--- src/rtl/rs232_tx_arbiter_if.sv ---
// Requester/transmitter bundle around the shared RS232 TX arbiter.
// The master side is the environment (producers plus TX core); the slave side is the arbiter.
interface rs232_tx_arbiter_if #(
  parameter int unsigned N = 4
);
  logic [N-1:0]   req;
  logic [8*N-1:0] data;
  logic [N-1:0]   ack;
  logic           tx_start;
  logic [7:0]     tx_data;
  logic           tx_busy;
  logic [1:0]     grant_id;
  logic           busy;

  modport master (
    output req, data, tx_busy,
    input  ack, tx_start, tx_data, grant_id, busy
  );

  modport slave (
    input  req, data, tx_busy,
    output ack, tx_start, tx_data, grant_id, busy
  );
endinterface

--- src/rtl/rs232_tx_arbiter.sv ---
// Round-robin arbiter sharing one byte-level RS232 transmitter among N requesters.
// Optional RS232_ARB_TAG_EN: prefix every granted byte with a tag frame 8'hF0|grant_id.
module rs232_tx_arbiter #(
  parameter int unsigned N          = 4,
  parameter int unsigned GAP_CYCLES = 16
) (
  input logic               clk,
  input logic               rst_n,
  rs232_tx_arbiter_if.slave bus
);
  localparam int unsigned PTR_W = 2;
  localparam int unsigned GAP_W = 8;
  localparam int unsigned MAX_N = 4;

`ifdef RS232_ARB_TAG_EN
  typedef enum logic [2:0] {IDLE, ACCEPT, SEND, GAP, TAG} state_t;
`else
  typedef enum logic [1:0] {IDLE, ACCEPT, SEND, GAP} state_t;
`endif

  state_t             state_q, state_d;
  logic [PTR_W-1:0]   ptr_q, ptr_d;
  logic [PTR_W-1:0]   grant_q, grant_d;
  logic [PTR_W-1:0]   sel;
  logic               sel_valid;
  logic [GAP_W-1:0]   gap_q, gap_d;
  logic [MAX_N-1:0]   ack_q, ack_d;
  logic [MAX_N-1:0]   req4;
  logic               tx_start_q, tx_start_d;
  logic               busy_q, busy_d;
  logic [7:0]         tx_data_q, tx_data_d;
  logic [PTR_W-1:0]   ptr_after_grant;
  logic [7:0]         req_byte [MAX_N];
`ifdef RS232_ARB_TAG_EN
  logic [7:0]         hold_q, hold_d;
  logic               tag_phase_q, tag_phase_d;
`endif

  // Widen to four lanes so the 2-bit indices always land inside the arrays.
  assign req4 = MAX_N'(bus.req);

  for (genvar g = 0; g < int'(MAX_N); g++) begin : g_lane
    if (g < int'(N)) begin : g_used
      assign req_byte[g] = bus.data[8*g +: 8];
    end else begin : g_unused
      assign req_byte[g] = 8'h00;
    end
  end

  // First requester at or after the pointer, wrapping modulo N.
  always_comb begin
    logic [PTR_W:0] idx;
    sel       = '0;
    sel_valid = 1'b0;
    idx       = '0;
    for (int unsigned off = 0; off < N; off++) begin
      idx = {1'b0, ptr_q} + (PTR_W+1)'(off);
      if (idx >= (PTR_W+1)'(N)) idx = idx - (PTR_W+1)'(N);
      if (!sel_valid && req4[idx[PTR_W-1:0]]) begin
        sel_valid = 1'b1;
        sel       = idx[PTR_W-1:0];
      end
    end
  end

  assign ptr_after_grant = (grant_q == PTR_W'(N - 1)) ? '0 : grant_q + PTR_W'(1);

  // Next-state and registered-output decode.
  always_comb begin
    state_d    = state_q;
    ptr_d      = ptr_q;
    grant_d    = grant_q;
    gap_d      = gap_q;
    ack_d      = '0;
    tx_start_d = 1'b0;
    tx_data_d  = tx_data_q;
`ifdef RS232_ARB_TAG_EN
    hold_d      = hold_q;
    tag_phase_d = tag_phase_q;
`endif

    case (state_q)
      IDLE: begin
        if (sel_valid) begin
          grant_d    = sel;
          ack_d[sel] = 1'b1;
          tx_start_d = 1'b1;
`ifdef RS232_ARB_TAG_EN
          tx_data_d   = 8'hF0 | 8'(sel);
          hold_d      = req_byte[sel];
          tag_phase_d = 1'b1;
`else
          tx_data_d   = req_byte[sel];
`endif
          state_d    = ACCEPT;
        end
      end
      ACCEPT: begin
        if (bus.tx_busy) state_d = SEND;
      end
      SEND: begin
        if (!bus.tx_busy) begin
`ifdef RS232_ARB_TAG_EN
          if (tag_phase_q) begin
            tx_start_d  = 1'b1;
            tx_data_d   = hold_q;
            tag_phase_d = 1'b0;
            state_d     = TAG;
          end else
`endif
          begin
            gap_d   = GAP_W'(GAP_CYCLES);
            ptr_d   = ptr_after_grant;
            state_d = GAP;
          end
        end
      end
      GAP: begin
        if (gap_q != '0) gap_d = gap_q - GAP_W'(1);
        if (gap_q <= GAP_W'(1)) state_d = IDLE;
      end
`ifdef RS232_ARB_TAG_EN
      // Data-byte start cycle; a core that goes busy at once skips ACCEPT.
      TAG: begin
        state_d = bus.tx_busy ? SEND : ACCEPT;
      end
`endif
      default: state_d = IDLE;
    endcase

    busy_d = (state_d != IDLE);
  end

  always_ff @(posedge clk or negedge rst_n) begin
    if (!rst_n) begin
      state_q    <= IDLE;
      ptr_q      <= '0;
      grant_q    <= '0;
      gap_q      <= '0;
      ack_q      <= '0;
      tx_start_q <= 1'b0;
      tx_data_q  <= 8'h00;
      busy_q     <= 1'b0;
`ifdef RS232_ARB_TAG_EN
      hold_q      <= 8'h00;
      tag_phase_q <= 1'b0;
`endif
    end else begin
      state_q    <= state_d;
      ptr_q      <= ptr_d;
      grant_q    <= grant_d;
      gap_q      <= gap_d;
      ack_q      <= ack_d;
      tx_start_q <= tx_start_d;
      tx_data_q  <= tx_data_d;
      busy_q     <= busy_d;
`ifdef RS232_ARB_TAG_EN
      hold_q      <= hold_d;
      tag_phase_q <= tag_phase_d;
`endif
    end
  end

  assign bus.ack      = ack_q[N-1:0];
  assign bus.tx_start = tx_start_q;
  assign bus.tx_data  = tx_data_q;
  assign bus.grant_id = grant_q;
  assign bus.busy     = busy_q;

endmodule

--- src/flat_wrapper.sv ---
// flat-port wrapper written by rule: the top's interface ports become plain ports
module rs232_tx_arbiter_flat 
#(
  parameter int unsigned N          = 4,
  parameter int unsigned GAP_CYCLES = 16
)
  (clk, rst_n, bus_req, bus_data, bus_tx_busy, bus_ack, bus_tx_start, bus_tx_data, bus_grant_id, bus_busy);
  rs232_tx_arbiter_if #(.N(N)) bus_i ();
  input logic clk;
  input logic rst_n;
  input wire logic [$bits(bus_i.req)-1:0] bus_req;
  input wire logic [$bits(bus_i.data)-1:0] bus_data;
  input wire logic [$bits(bus_i.tx_busy)-1:0] bus_tx_busy;
  output wire logic [$bits(bus_i.ack)-1:0] bus_ack;
  output wire logic [$bits(bus_i.tx_start)-1:0] bus_tx_start;
  output wire logic [$bits(bus_i.tx_data)-1:0] bus_tx_data;
  output wire logic [$bits(bus_i.grant_id)-1:0] bus_grant_id;
  output wire logic [$bits(bus_i.busy)-1:0] bus_busy;
  assign bus_i.req = bus_req;
  assign bus_i.data = bus_data;
  assign bus_i.tx_busy = bus_tx_busy;
  assign bus_ack = bus_i.ack;
  assign bus_tx_start = bus_i.tx_start;
  assign bus_tx_data = bus_i.tx_data;
  assign bus_grant_id = bus_i.grant_id;
  assign bus_busy = bus_i.busy;
  rs232_tx_arbiter #(.N(N), .GAP_CYCLES(GAP_CYCLES)) u_core (.clk(clk), .rst_n(rst_n), .bus(bus_i));
endmodule
--- config.mk ---
export PLATFORM = sky130hd
export DESIGN_NAME = rs232_tx_arbiter_flat
export DESIGN_NICKNAME = d
export VERILOG_FILES = /design/src/rtl/rs232_tx_arbiter_if.sv /design/src/rtl/rs232_tx_arbiter.sv /design/src/flat_wrapper.sv
export SDC_FILE = /design/constraint.sdc
export NUM_CORES = 1
export LEC_CHECK = 0
export CAP_MARGIN = 30
export CORE_MARGIN = 8
export CORE_UTILIZATION = 55
export DETAILED_ROUTE_END_ITERATION = 10
export DONT_BUFFER_PORTS = 1
export PLACE_DENSITY = 0.76
export SYNTH_ARGS = -nofsm -noshare
export SYNTH_HDL_FRONTEND = slang
export SYNTH_SLANG_ARGS = --single-unit
export TNS_END_PERCENT = 30
--- constraint.sdc ---
create_clock -name clk -period 1.8 [get_ports clk]
set_input_delay 0.27 -clock clk [delete_from_list [all_inputs] [get_ports clk]]
set_output_delay 0.27 -clock clk [all_outputs]
set_load 0.05 [all_outputs]
### Yosys cells after proc, flatten, opt, wreduce, memory -nomap -nowiden

Cells that the tools add are included.

* flip-flop bits (word level): 28
* latch bits: 0
* RAM bits: 0
* memory bits (read-only): 0
* input bits: 39
* word-level logic and storage cells: 89
* memories kept: 0

* $add $sub $neg: 9
* $mul: 0
* divide/modulo/power cells: 0
* magnitude comparators: 12
* equality and inequality tests: 6
* shift-type cells: 0
* multiplexer cells: 38
* bitwise gates (word level): 2
* reduce and logical (&&, ||, !) cells: 14

Operators with widths (number)
* 8-bit two-way mux: 4
* 2-bit two-way mux: 13
* 8-bit binary-select mux with 2-bit select: 1
* 8-bit case mux with 2 select lines: 1
* 2-bit by 3-bit < comparator with 1-bit output, second input constant: 5
* 3-bit >= comparator, second input constant: 4
* 1-bit two-way mux: 11
* 1-bit binary-select mux with 2-bit select: 4
* 8-bit by 1-bit less-or-equal comparator with 1-bit output, second input constant: 1
* 4-bit two-way mux: 2
* 2-bit case mux with 4 select lines: 1
* 8-bit nonzero test: 1
* 2-bit by 1-bit subtractor with 2-bit output, second input constant: 4
* 8-bit by 1-bit subtractor with 8-bit output, second input constant: 1
* 2-bit by 2-bit adder with 3-bit output, second input constant: 2
* 2-bit equality test, second input constant: 3
* 1-bit logical AND: 4
* 2-bit AND reduction: 2
* 2-bit nonzero test: 2
* 2-bit by 1-bit adder with 3-bit output, second input constant: 1
* 2-bit by 3-bit >= comparator with 1-bit output, second input constant: 1
* 1-bit zero test: 3
* 2-bit inverter with 3-bit output: 1
* 3-bit AND reduction: 1
* other kinds (8): 8

### Depth between registers and ports, before layout

* word-level depth: 20
* gate-level depth with buffers: 7
* depth with buffers taken out: 6

### Least setup slack after synthesis

Ideal clock, no wire load.

* path type: register to register
* from: reg u_core.ptr_q[0]
* to: reg u_core.tx_data_q[0], in the netlist u_core.bus.tx_data[0]
* library setup time: 0.148 ns
* arrival time: 1.374 ns
* required time: 1.652 ns
* setup slack: 0.278 ns
* stages on the path, launching flop included: 8
* path buffers: 2
* path through: dfrtp_1 nor2b_1 nor3b_2 o22ai_2 buf_4 buf_6 mux2i_1 o221ai_1

* longest elaborated chain between the ends: 18
* elaborated cells on any way between the ends: 42

Ends and longest elaborated chain
* from (decl): RTL line rs232_tx_arbiter.sv:22 `logic [PTR_W-1:0] ptr_q, ptr_d;`
* from (signal assigned): RTL line rs232_tx_arbiter.sv:150 `ptr_q <= ptr_d;`
* branches (longest 18 deep; another with 2-bit by 1-bit adder with 3-bit output)
* to (signal assigned): RTL line rs232_tx_arbiter.sv:155 `tx_data_q <= tx_data_d;`
* to (decl): RTL line rs232_tx_arbiter.sv:31 `logic [7:0] tx_data_q, tx_data_d;`

Several ways; the timed one is not identified. The select of a mux whose other input is x is not followed.
A chain may end at the register's enable or synchronous reset.

### Worst setup path after layout

* from: reg u_core.gap_q[3]
* to: reg u_core.gap_q[6]

* longest elaborated chain between the ends: 3
* elaborated cells on any way between the ends: 6

Ends and longest elaborated chain
* from (decl): RTL line rs232_tx_arbiter.sv:26 `logic [GAP_W-1:0] gap_q, gap_d;`
* from (signal assigned): RTL line rs232_tx_arbiter.sv:152 `gap_q <= gap_d;`
* 8-bit by 1-bit subtractor with 8-bit output or 8-bit nonzero test (tied branches): RTL line rs232_tx_arbiter.sv:119 `if (gap_q != '0) gap_d = gap_q - GAP_W'(1);`
* 8-bit two-way mux or 2-bit by 1-bit != test with 1-bit output (tied branches)
* 8-bit case mux with 2 select lines or 3-bit AND reduction (tied branches)

Parallel ways exist; a longest one is shown, timed or not. The select of a mux whose other input is x is not followed.

==> results_dict.tcl <==
set metrics [dict create \
    nets 200 \
    syn_area_sq_um 1564 \
    tritoncts_num_sinks 28 \
    synth_top_cell_by_area "dfrtp_1" \
    cts_tree "done" \
    synth.distinct_cells 41 \
    dp_hpwl_um 2844 \
    clockBufferDepth 2 \
    skew_ns 0.001146 \
    clock_latency_ns 0.33 \
    rsz0062_at_grt "false" \
    finalCritPeriodShare_pct 96.22 \
    layout_commonest_cell "dfrtp_1" \
    area_growth_pct 7.200 \
    overflow 0 \
    final_layout_size_suffix_gt1_share_pct 12.18 \
    busiest_layer "met2" \
    coreArea_sq_um 2734 \
    fmax_mhz 577.4 \
    seq_area_frac_synth_pct 44.80 \
    grt_max_degree 29 \
    post_cts_buffers 0 \
    setup_tns_ns 0 \
    hold_viol 0 \
    vias 1216 \
    post-place-ws_ns 0.07393 \
    top_level_ports 55 \
    routabilityCongestion 0.8241 \
    die-width_um 69.33 \
    port_buffers 0 \
    row_count 19 \
    synth_warnings 0 \
    ys_seq_elements 28 \
    met3_usage_pct 4.578 \
    p_per_area_nw_per_um2 1805 \
    cts.clk_slew.worst_paths_ns 0.14 \
    required_ns 2.03 \
    tightest_slew_ns 0.5593 \
    setup_viol 0 \
    critPathLaunchType "flip-flop" \
    crit_type "flip-flop to flip-flop" \
    path_max_fanout 6 \
    drv_slew 0 \
    synth_nets 198 \
    htree_levels 1 \
    n_antenna_cell 0 \
    post-place-cells 181 \
    yosysTopAreaCellShare_pct 44.80 \
    ant_nets 0 \
    final_cell_mix "dfrtp_1, nand2_1, mux2i_1" \
    route.detailed.wl_per_inst_um 19.87 \
    synthTopCellsByArea "dfrtp_1, mux2i_1, nand2_1" \
    power_mw 3.027 \
    vdd_drop_max_mv 1.513 \
    grt_pass1_vias 1342 \
    cts_made_buffers 3 \
    slew_headroom_pct 62.71 \
    finalCriticalPeriod_ns 1.732 \
    grt_pass1_wl_um 6279 \
    dieArea_sq_um 4806 \
    netlist_instances 155 \
    dr.pass1.iters 4 \
    p_leak_nw 0.7882 \
    vias_per_cell 6.503 \
    grt_use_total_pct 15.52 \
    gr-usage-met2_pct 28.18 \
    async_flop_share_pct 100.0 \
    start_util_pct 57.21 \
    antenna_found_initial 0 \
    grt.met1_usage_pct 16.45 \
    drt_iter0_markers 53 \
    status "finished, final reports clean" \
    wirelength_um 3716 \
    die_y_um 69.33 \
    fin_ws_ns 0.06812 \
    ys.flop_type "dfrtp_1" \
    hp-class "input pin to flip-flop" \
    cts_root_buffer "clkbuf_4" \
    drcViolationCount 0 \
    maxCapViolCount 0 \
    fin_cells 187 \
    critical_path_arrival_ns 1.96 \
    avgSynthCellArea_sq_um 10.09 \
    synth_edf_count 0 \
    end_kind "flip-flop" \
]
==> cell families (layout without fill, tap and decap cells) <==
group,Yosys count,in the layout,share of synthesized area (%)
compound gates,27,27,12.88
xor+xnor,5,5,2.800
buf+inv,10,11,3.760
fa+ha+maj,4,4,3.200
flops,28,28,44.80
simple gates,65,65,22.32
mux,16,16,10.24
==> worst max-delay path: stages, from the launching register on <==
cell and delay (ns):
dfrtp_1 0.47, nor4_2 0.43, and4_1 0.41, nor4b_2 0.10
xnor2_1 0.15, nor2_1 0.06
==> worst paths after layout <==
path	from	endpoint	slack (ns)	cells after the start
min reg2reg	u_core.ptr_q[0]	u_core.ptr_q[0]	0.53	2
min	bus_tx_busy	u_core.state_q[1]	0.10	2
min in group asynchronous	rst_n	u_core.bus.ack[3]	0.35	2
max	u_core.gap_q[3]	u_core.gap_q[6]	0.07	5
max reg2reg	u_core.gap_q[3]	u_core.gap_q[6]	0.07	5
max in group asynchronous	rst_n	u_core.gap_q[0]	1.30	2
==> flip-flops by register name (all words and copies together) (netlist names) <==
| signal | flops |
|---|---|
| u_core.gap_q | 8 |
| u_core.state_q | 2 |
| u_core.bus.tx_start | 1 |
| u_core.ptr_q | 2 |
| u_core.bus.ack | 4 |
| u_core.bus.grant_id | 2 |
| u_core.bus.tx_data | 8 |
| u_core.bus.busy | 1 |
==> layer usage <==
layer,routed length [um],vias up
li1,-,557
met1,1377,589
met2,1996,57
met3,254,13
met4,89,0
met5,0,-
==> repair_timing <==
| action | CTS | global route |
|---|---|---|
| hold buffers | 2 | 0 |
| endpoints found under the setup margin | 0 | 8 |
| resized for setup | 0 | 3 |
| endpoints found under the hold margin | 28 | 0 |
==> metrics by stage <==
stage / utilization [%] / cell area (sq um) / hold slack [ns]
4_1_cts: 60.92 / 1665 / 0.1030
5_1_grt: 61.33 / 1677 / 0.09981
2_1_floorplan: - / 1564 / -0.02559
3_3_place_gp: 57.89 / 1583 / -0.02483
6_report: 61.33 / 1677 / 0.1049
3_5_place_dp: 57.89 / 1583 / -0.02478
==> synth_stat cells (3+ instances only) <==
cell type and count:
a21oi_1 4, dfrtp_1 28, ha_1 4, mux2i_1 16, nand2_1 23, nand2b_1 3
nand3_1 4, nor2_1 12, nor2b_1 6, nor3_1 4, o21ai_0 3, o221ai_1 7
xnor2_1 4
==> power breakdown <==
group	switching [mW]	leakage [nW]	internal (mW)
clock	0.183	0.0279	0.225
combinational	0.545	0.416	0.501
sequential	0.706	0.345	0.866
total	1.43	0.788	1.59
==> final cells by class <==
cell class / instances / area, sq um
Multi-Input combinational cell: 117 / 815.8
Clock buffer: 3 / 22.52
Inverter: 3 / 11.26
Clock inverter: 1 / 30.03
Timing Repair Buffer: 4 / 57.56
Sequential cell: 28 / 700.7
Tap cell: 31 / 38.79
Fill cell: 231 / 1057
(Power assumes the default switching activity.)
